==> src/rtl/uart_pkg.sv <==
// uart_pkg: shared UART types, data width and bit-timing helper.
// Optional feature macro: UART_RX_PARITY_EN (adds the PARITY receive state).
package uart_pkg;

  localparam int unsigned DataWidth = 8;

`ifdef UART_RX_PARITY_EN
  typedef enum logic [2:0] {
    IDLE   = 3'd0,
    START  = 3'd1,
    DATA   = 3'd2,
    STOP   = 3'd3,
    PARITY = 3'd4
  } rx_state_t;
`else
  typedef enum logic [1:0] {
    IDLE  = 2'd0,
    START = 2'd1,
    DATA  = 2'd2,
    STOP  = 2'd3
  } rx_state_t;
`endif

  // Clock cycles per line bit, integer division.
  function automatic int unsigned ticks_per_bit(input int unsigned clock_hz,
                                                input int unsigned baud);
    return clock_hz / baud;
  endfunction

endpackage

==> src/rtl/uart_rx_sync.sv <==
// uart_rx_sync: two-flop synchronizer for the asynchronous rx line, resets to idle-high.
module uart_rx_sync (
  input  logic clock,
  input  logic reset,
  input  logic rx,
  output logic rx_sync
);

  logic meta;

  // Two-stage capture; both stages reset to the idle line level.
  always_ff @(posedge clock) begin
    if (!reset) begin
      meta    <= 1'b1;
      rx_sync <= 1'b1;
    end else begin
      meta    <= rx;
      rx_sync <= meta;
    end
  end

endmodule

==> src/rtl/uart_rx.sv <==
// uart_rx: 8-bit UART receiver, mid-bit sampling, LSB first.
// Optional feature macro: UART_RX_PARITY_EN (even parity bit + parityError port).
module uart_rx
  import uart_pkg::*;
#(
  parameter int unsigned ClockFrequency = 1000000,
  parameter int unsigned BaudRate       = 9600
) (
  input  logic                 clock,
  input  logic                 reset,
  input  logic                 rx,
  output logic [DataWidth-1:0] data,
  output logic                 valid,
  output logic                 frameError,
`ifdef UART_RX_PARITY_EN
  output logic                 parityError,
`endif
  output logic                 busy
);

  localparam int unsigned BitTicks  = ticks_per_bit(ClockFrequency, BaudRate);
  localparam int unsigned HalfTicks = BitTicks / 2;
  localparam int unsigned CntW      = (BitTicks > 1) ? $clog2(BitTicks) : 1;
  localparam int unsigned BitLast   = (BitTicks > 0) ? BitTicks - 1 : 0;
  localparam int unsigned HalfLast  = (HalfTicks > 0) ? HalfTicks - 1 : 0;
  localparam int unsigned IdxW      = $clog2(DataWidth);

  logic                 rx_s;
  logic                 rx_prev;
  rx_state_t            state, state_n;
  logic [CntW-1:0]      cnt, cnt_n;
  logic [IdxW-1:0]      idx, idx_n;
  logic [DataWidth-1:0] shift, shift_n;
  logic [DataWidth-1:0] data_n;
  logic                 valid_n;
  logic                 ferr_n;
`ifdef UART_RX_PARITY_EN
  logic                 par_bit, par_bit_n;
  logic                 perr_n;
`endif

  uart_rx_sync u_sync (
    .clock   (clock),
    .reset   (reset),
    .rx      (rx),
    .rx_sync (rx_s)
  );

  // State register.
  always_ff @(posedge clock) begin
    if (!reset) begin
      state <= IDLE;
    end else begin
      state <= state_n;
    end
  end

  // Next-state, sampling datapath and output pulse decisions.
  always_comb begin
    state_n = state;
    cnt_n   = cnt;
    idx_n   = idx;
    shift_n = shift;
    data_n  = data;
    valid_n = 1'b0;
    ferr_n  = 1'b0;
`ifdef UART_RX_PARITY_EN
    par_bit_n = par_bit;
    perr_n    = 1'b0;
`endif
    case (state)
      IDLE: begin
        if (rx_prev && !rx_s) begin
          state_n = START;
          cnt_n   = '0;
        end
      end
      START: begin
        if (cnt == CntW'(HalfLast)) begin
          cnt_n = '0;
          if (!rx_s) begin
            state_n = DATA;
            idx_n   = '0;
          end else begin
            state_n = IDLE;
          end
        end else begin
          cnt_n = cnt + CntW'(1);
        end
      end
      DATA: begin
        if (cnt == CntW'(BitLast)) begin
          cnt_n   = '0;
          shift_n = {rx_s, shift[DataWidth-1:1]};
          if (idx == IdxW'(DataWidth - 1)) begin
`ifdef UART_RX_PARITY_EN
            state_n = PARITY;
`else
            state_n = STOP;
`endif
          end else begin
            idx_n = idx + IdxW'(1);
          end
        end else begin
          cnt_n = cnt + CntW'(1);
        end
      end
`ifdef UART_RX_PARITY_EN
      PARITY: begin
        if (cnt == CntW'(BitLast)) begin
          cnt_n     = '0;
          par_bit_n = rx_s;
          state_n   = STOP;
        end else begin
          cnt_n = cnt + CntW'(1);
        end
      end
`endif
      STOP: begin
        if (cnt == CntW'(BitLast)) begin
          cnt_n   = '0;
          state_n = IDLE;
          if (!rx_s) begin
            ferr_n = 1'b1;
`ifdef UART_RX_PARITY_EN
          end else if ((^shift) != par_bit) begin
            perr_n = 1'b1;
`endif
          end else begin
            data_n  = shift;
            valid_n = 1'b1;
          end
        end else begin
          cnt_n = cnt + CntW'(1);
        end
      end
      default: begin
        state_n = IDLE;
      end
    endcase
  end

  // Datapath registers, edge-detect history and registered outputs.
  always_ff @(posedge clock) begin
    if (!reset) begin
      cnt        <= '0;
      idx        <= '0;
      shift      <= '0;
      rx_prev    <= 1'b1;
      data       <= '0;
      valid      <= 1'b0;
      frameError <= 1'b0;
      busy       <= 1'b0;
`ifdef UART_RX_PARITY_EN
      par_bit     <= 1'b0;
      parityError <= 1'b0;
`endif
    end else begin
      cnt        <= cnt_n;
      idx        <= idx_n;
      shift      <= shift_n;
      rx_prev    <= rx_s;
      data       <= data_n;
      valid      <= valid_n;
      frameError <= ferr_n;
      busy       <= (state_n != IDLE);
`ifdef UART_RX_PARITY_EN
      par_bit     <= par_bit_n;
      parityError <= perr_n;
`endif
    end
  end

endmodule

==> config.mk <==
export PLATFORM = sky130hd
export DESIGN_NAME = uart_rx
export DESIGN_NICKNAME = d
export VERILOG_FILES = /design/src/rtl/uart_pkg.sv /design/src/rtl/uart_rx_sync.sv /design/src/rtl/uart_rx.sv
export SDC_FILE = /design/constraint.sdc
export NUM_CORES = 1
export LEC_CHECK = 0
export CORE_MARGIN = 4
export CORE_UTILIZATION = 52
export CTS_CLUSTER_DIAMETER = 150
export CTS_CLUSTER_SIZE = 10
export DETAILED_ROUTE_END_ITERATION = 10
export PLACE_DENSITY = 0.74
export SYNTH_ARGS = -nofsm -noshare
export SYNTH_HDL_FRONTEND = slang
export SYNTH_SLANG_ARGS = --single-unit
==> constraint.sdc <==
create_clock -name clock -period 2.4 [get_ports clock]
set_clock_uncertainty 0.1 [all_clocks]
set_input_delay 0.6 -clock clock [delete_from_list [all_inputs] [get_ports clock]]
set_output_delay 0.6 -clock clock [all_outputs]
set_load 0.01 [all_outputs]
# Word level (Yosys, flattened, before mapping)
# Cells that the tools add are included.
[word_totals] in_bits=3 ff_bits=34 output_inout_bits=11
[classes] addsub=2 reduce_logical=10 n_eq_ne=11 n_mux=18
[op_table] cell="$mux W7" count=3
[op_table] cell="$pmux W7 S3" count=1
[op_table] cell="$mux W2" count=6
[op_table] cell="$mux W3" count=4
[op_table] cell="$ne A2 B2 Y1 const B" count=5
[op_table] cell="$pmux W2 S4" count=1
[op_table] cell="$add A7 B1 Y7 const B" count=1
[op_table] cell="$eq A7 B6 Y1 const B" count=1
[op_table] cell="$eq A7 B7 Y1 const B" count=1
[op_table] cell="$pmux W3 S2" count=1
[op_table] cell="$reduce_and A3 Y1" count=2
[op_table] cell="$reduce_and A5 Y1" count=1
[op_table] cell="$eq A2 B2 Y1 const B" count=2
[op_table] cell="$reduce_bool A2 Y1" count=2
[op_table] cell="$add A3 B1 Y3 const B" count=1
[op_table] cell="$eq A3 B3 Y1 const B" count=1
[op_table] cell="$eq A2 B1 Y1 const B" count=1
[op_table] cell="$logic_not A2 Y1" count=1
[op_table] cell="$mux W1" count=2
[op_table] cell="$reduce_and A2 Y1" count=1
[op_table] cell="$reduce_or A2 Y1" count=1
[op_table] cell="$logic_and A1 B1 Y1" count=1
[op_table] cell="$logic_not A1 Y1" count=1

# Logic depth before layout (Yosys ltp)
[logic_depth] word_depth=5 mapped_depth=7 depth_no_buf=5

# By module
# A second synthesis with hierarchy kept.
[hier_totals] hier_cells=158 area_unflattened_um2=1466.4
[modules_own_cells] mod="uart_rx" area_each_um2=1413.9 n_inst=1 cells_each=154 seq_area_each_um2=640.6
[modules_own_cells] mod="uart_rx_sync" area_each_um2=52.6 n_inst=1 cells_each=4 seq_area_each_um2=40.0

# Worst setup path before layout
# No wires, ideal clock.
[synth_path] kind="reg2reg" from="register cnt[0]" to="register busy" required_ns=2.180 synth_period_minus_slack_ns=1.739 slack_ns=0.661 arrival_ns=1.519 path_stages_with_launch=7 cell_sequence="dfxtp_1 > ha_1 > and2_1 > buf_6 > and4b_1 > o311a_1 > or2_1"
[synth_between] elab_chain_len=4
[synth_lines] item="start, declared" line_no="uart_rx.sv:31" text="logic [CntW-1:0] cnt, cnt_n;"
[synth_lines] item="start signal, assigned" line_no="uart_rx.sv:159" text="cnt <= cnt_n;"
[synth_lines] item="$eq A7 B7 Y1 / $eq A7 B6 Y1 (equally long branches)" line_no="uart_rx.sv:92, uart_rx.sv:120, uart_rx.sv:79"
[synth_lines] item="$mux W2 (on tied branches)" line_no="uart_rx.sv:120, uart_rx.sv:79, uart_rx.sv:92"
[synth_lines] item="$pmux W2 S4 *" line_no="uart_rx.sv:71" text="case (state)"
[synth_lines] item="$reduce_bool A2 Y1 *" line_no="uart_rx.sv:166" text="busy <= (state_n != IDLE);"
[synth_lines] item="end signal, assigned" line_no="uart_rx.sv:166"
[synth_lines] item="end, declared" line_no="uart_rx.sv:18" text="output logic busy"
# Mark *: on every way between the ends. The rest lies on a longest branch, timed or not.
# A chain may end at the register's enable or synchronous reset.

# Worst setup path in the final report
[layout_path] from="register data[0]" to="output port data[0]"
[layout_rtl] item="start, declared" line_no="uart_rx.sv:12" text="output logic [DataWidth-1:0] data,"
[layout_rtl] item="start signal, assigned" line_no="uart_rx.sv:163" text="data <= data_n;"
# No word-level cell between the ends.

==> flow_summary.yaml <==
run_status:
  outcome: "finished clean"
global_route:
  grt_pass1_wl_um: 4950
  grt_max_degree: 23
  grt_antenna_before_repair: 0
  overflow: 0
  grt_pass1_vias: 1088
  track_usage: 0.184
pwr:
  power.share.clock: 0.411
  p_int_mw: 0.827
  p_comb_frac: 0.037
  ir_drop_uv: 546
  switching_share: 0.204
  p_seq_frac: 0.552
  powerDensity_nw_per_um2: 611
  p_sw_mw: 0.212
  leakagePower_nw: 0.682
drt:
  dr_wl_met3_um: 124
  final_antenna_net_count: 0
  drtIter0Drc: 60
  wl_um: 2920
  via_per_inst: 5.83
  drc: 0
  top_layer_used: "met4"
  wl_met2_um: 1320
  drt-wirelength-per-cell_um: 14.0
  drt-met1-wl_um: 1430
  dr.pass1.iters: 5
  route.vias.total: 1219
setup_path:
  crit_buf_inv: 1
  crit_family: "buffers and inverters"
  cp-start-kind: "flop"
  critPathRequiredTime_ns: 1.70
  crit_arrival_ns: 1.24
  crit_path_top_delay_cell: "clkdlybuf4s50_1"
  worstSetupPathType: "reg -> out"
  slowest_delay_ns: 0.54
  cp_cell_sequence: "clkdlybuf4s50_1"
  critPathMaxFanout: 2
  end_kind: "output port"
timing:
  rsz0062_at_grt: "no"
  max_slew_margin: 0.710
  setup_viol: 0
  post-route-period-util: 0.808
  slew_violations: 0
  fmax_mhz: 516
  fin_setup_tns_ns: 0
  hold_violations: 0
  period_needed_ns: 1.94
  tightest_slew_ns: 0.435
yosys:
  synth.most_common_cell: "dfxtp_1"
  netlist_area_um2: 1460
  synth_top_area_share: 0.467
  ys_ff_latch: 34
  synth_warnings: 0
  syn-num-nets: 169
  syn_inst: 163
  netlist-cell-type-count: 37
  synth.area.top_cells: "dfxtp_1 (47%), mux2i_1 (7.5%), a21oi_1 (5.1%), nand2_1 (5.1%), nand3_1 (4.1%)"
  synth_edf_count: 0
  seq_area_frac_synth: 0.467
  synthTopCellsByCount: "dfxtp_1 (34), nand2_1 (20), a21oi_1 (15), nand3_1 (12), mux2i_1 (11)"
  async_reset_ff_frac: 0
  yosysTopAreaCell: "dfxtp_1"
  synth_ff_type: "dfxtp_1"
  synth_area_per_cell_um2: 8.95
final_layout:
  final_cells: 209
  regArea_um2: 681
  n_antenna_cell: 0
  post-route-util: 0.662
  multiInputGateArea_um2: 721
  fin_nets: 185
  fillCellCount: 229
  drive_above_1_share: 0.0838
  area_growth_pct: 16.5
placement:
  dp.cells: 202
  port_buffers: 13
  place_hpwl_um: 1980
  gp_routability_congestion: 0.742
job:
  drv_cap: 0
clock_network:
  post_cts_buffers: 0
  cts_tree: "yes"
  cts_buffers: 5
  cts.sinks: 34
  ctsResizeCount: 0
  clk_pin_slew_ns: 0.10
  root_buffer: "clkbuf_4"
  clock_path_buffers: 2
  htree_levels: 2
  ctsHoldBuffers: 0
  clock_latency_ns: 0.34
worst_hold_path:
  hold_path_class: "reg -> reg"
floorplan:
  die_h_um: 61.0
  dieArea_um2: 3720
  io_pins: 14
  die_x_um: 61.0
  start_util: 0.568
  core_area_um2: 2570
  rows: 18
sequential cells by signal (all words and copies together), names as in the netlist:
| name | cells |
|---|---|
| cnt | 7 |
| rx_prev | 1 |
| idx | 3 |
| data | 8 |
| busy | 1 |
| u_sync.rx_sync | 1 |
| valid | 1 |
| shift | 8 |
| u_sync.meta | 1 |
| state | 2 |
| frameError | 1 |
path summary, 6_finish.rpt:
path / cells after the start / endpoint / from / slack (ns)
worst max-delay path: 1 / data[0] / data[0] / 0.46
worst min-delay path: 1 / u_sync.rx_sync / u_sync.meta / 0.32
worst max register to register: 5 / data[6] / cnt[0] / 0.51
worst min register to register: 1 / u_sync.rx_sync / u_sync.meta / 0.32
cells in the final DEF (no fill, tap or decap), drive strengths merged, types with 2 or more instances in the layout:
cell type and count:
inv 3, o22ai 5, nor3 3, and2 4, o21a 3, a21oi 16
mux2i 11, a31oi 2, nand2 20, ha 3, dfxtp 34, o21ai 2
nor2b 3, clkdlybuf4s50 13, and3 3, nor2 10, buf 5, clkbuf 6
nand3 13, a211oi 2, nand2b 4
power groups by stage:
stage	clock (mW)	sequential, mW	combinational [mW]
floorplan	0	0.585	0.0225
global placement	0	0.586	0.0372
detailed placement	0	0.587	0.0379
CTS	0.438	0.574	0.0380
global route	0.459	0.575	0.0419
finish	0.427	0.574	0.0380
per-stage QoR:
| step | setup slack (ns) | cell area (µm²) | power, mW | hold slack [ns] |
|---|---|---|---|---|
| final | 0.461 | 1700 | 1.04 | 0.321 |
| after CTS | 0.445 | 1700 | 1.05 | 0.328 |
| after global routing | 0.296 | 1700 | 1.08 | 0.338 |
| after detailed placement | 0.531 | 1620 | 0.625 | 0.305 |
| after floorplan | 0.661 | 1460 | 0.607 | 0.286 |
| after global placement | 0.569 | 1620 | 0.623 | 0.310 |
per-layer routing:
layer,vias up,global-route usage
li1,609,-
met1,579,0.244
met2,24,0.272
met3,7,0.0638
met4,0,0.0774
met5,-,0
cell type report:
type                            instances  share of cell area
Timing Repair Buffer                   18              0.0987
Clock buffer                            6              0.0302
Clock inverter                          1              0.0177
Sequential cell                        34               0.401
Tap cell                               30              0.0221
Inverter                                3             0.00663
Multi-Input combinational cell        117               0.424
cell families (layout without fill, tap and decap cells):
group                    after synthesis  count (layout)  synth area share
adder cells (fa/ha/maj)                3               3            0.0257
buffers and inverters                 12              28            0.0394
AND/OR/NAND/NOR                       69              69             0.249
AO/OA/AOI/OAI                         34              34             0.144
multiplexers                          11              11            0.0755
flip-flops                            34              34             0.467
Note: power is estimated with default switching activity, not from simulation.
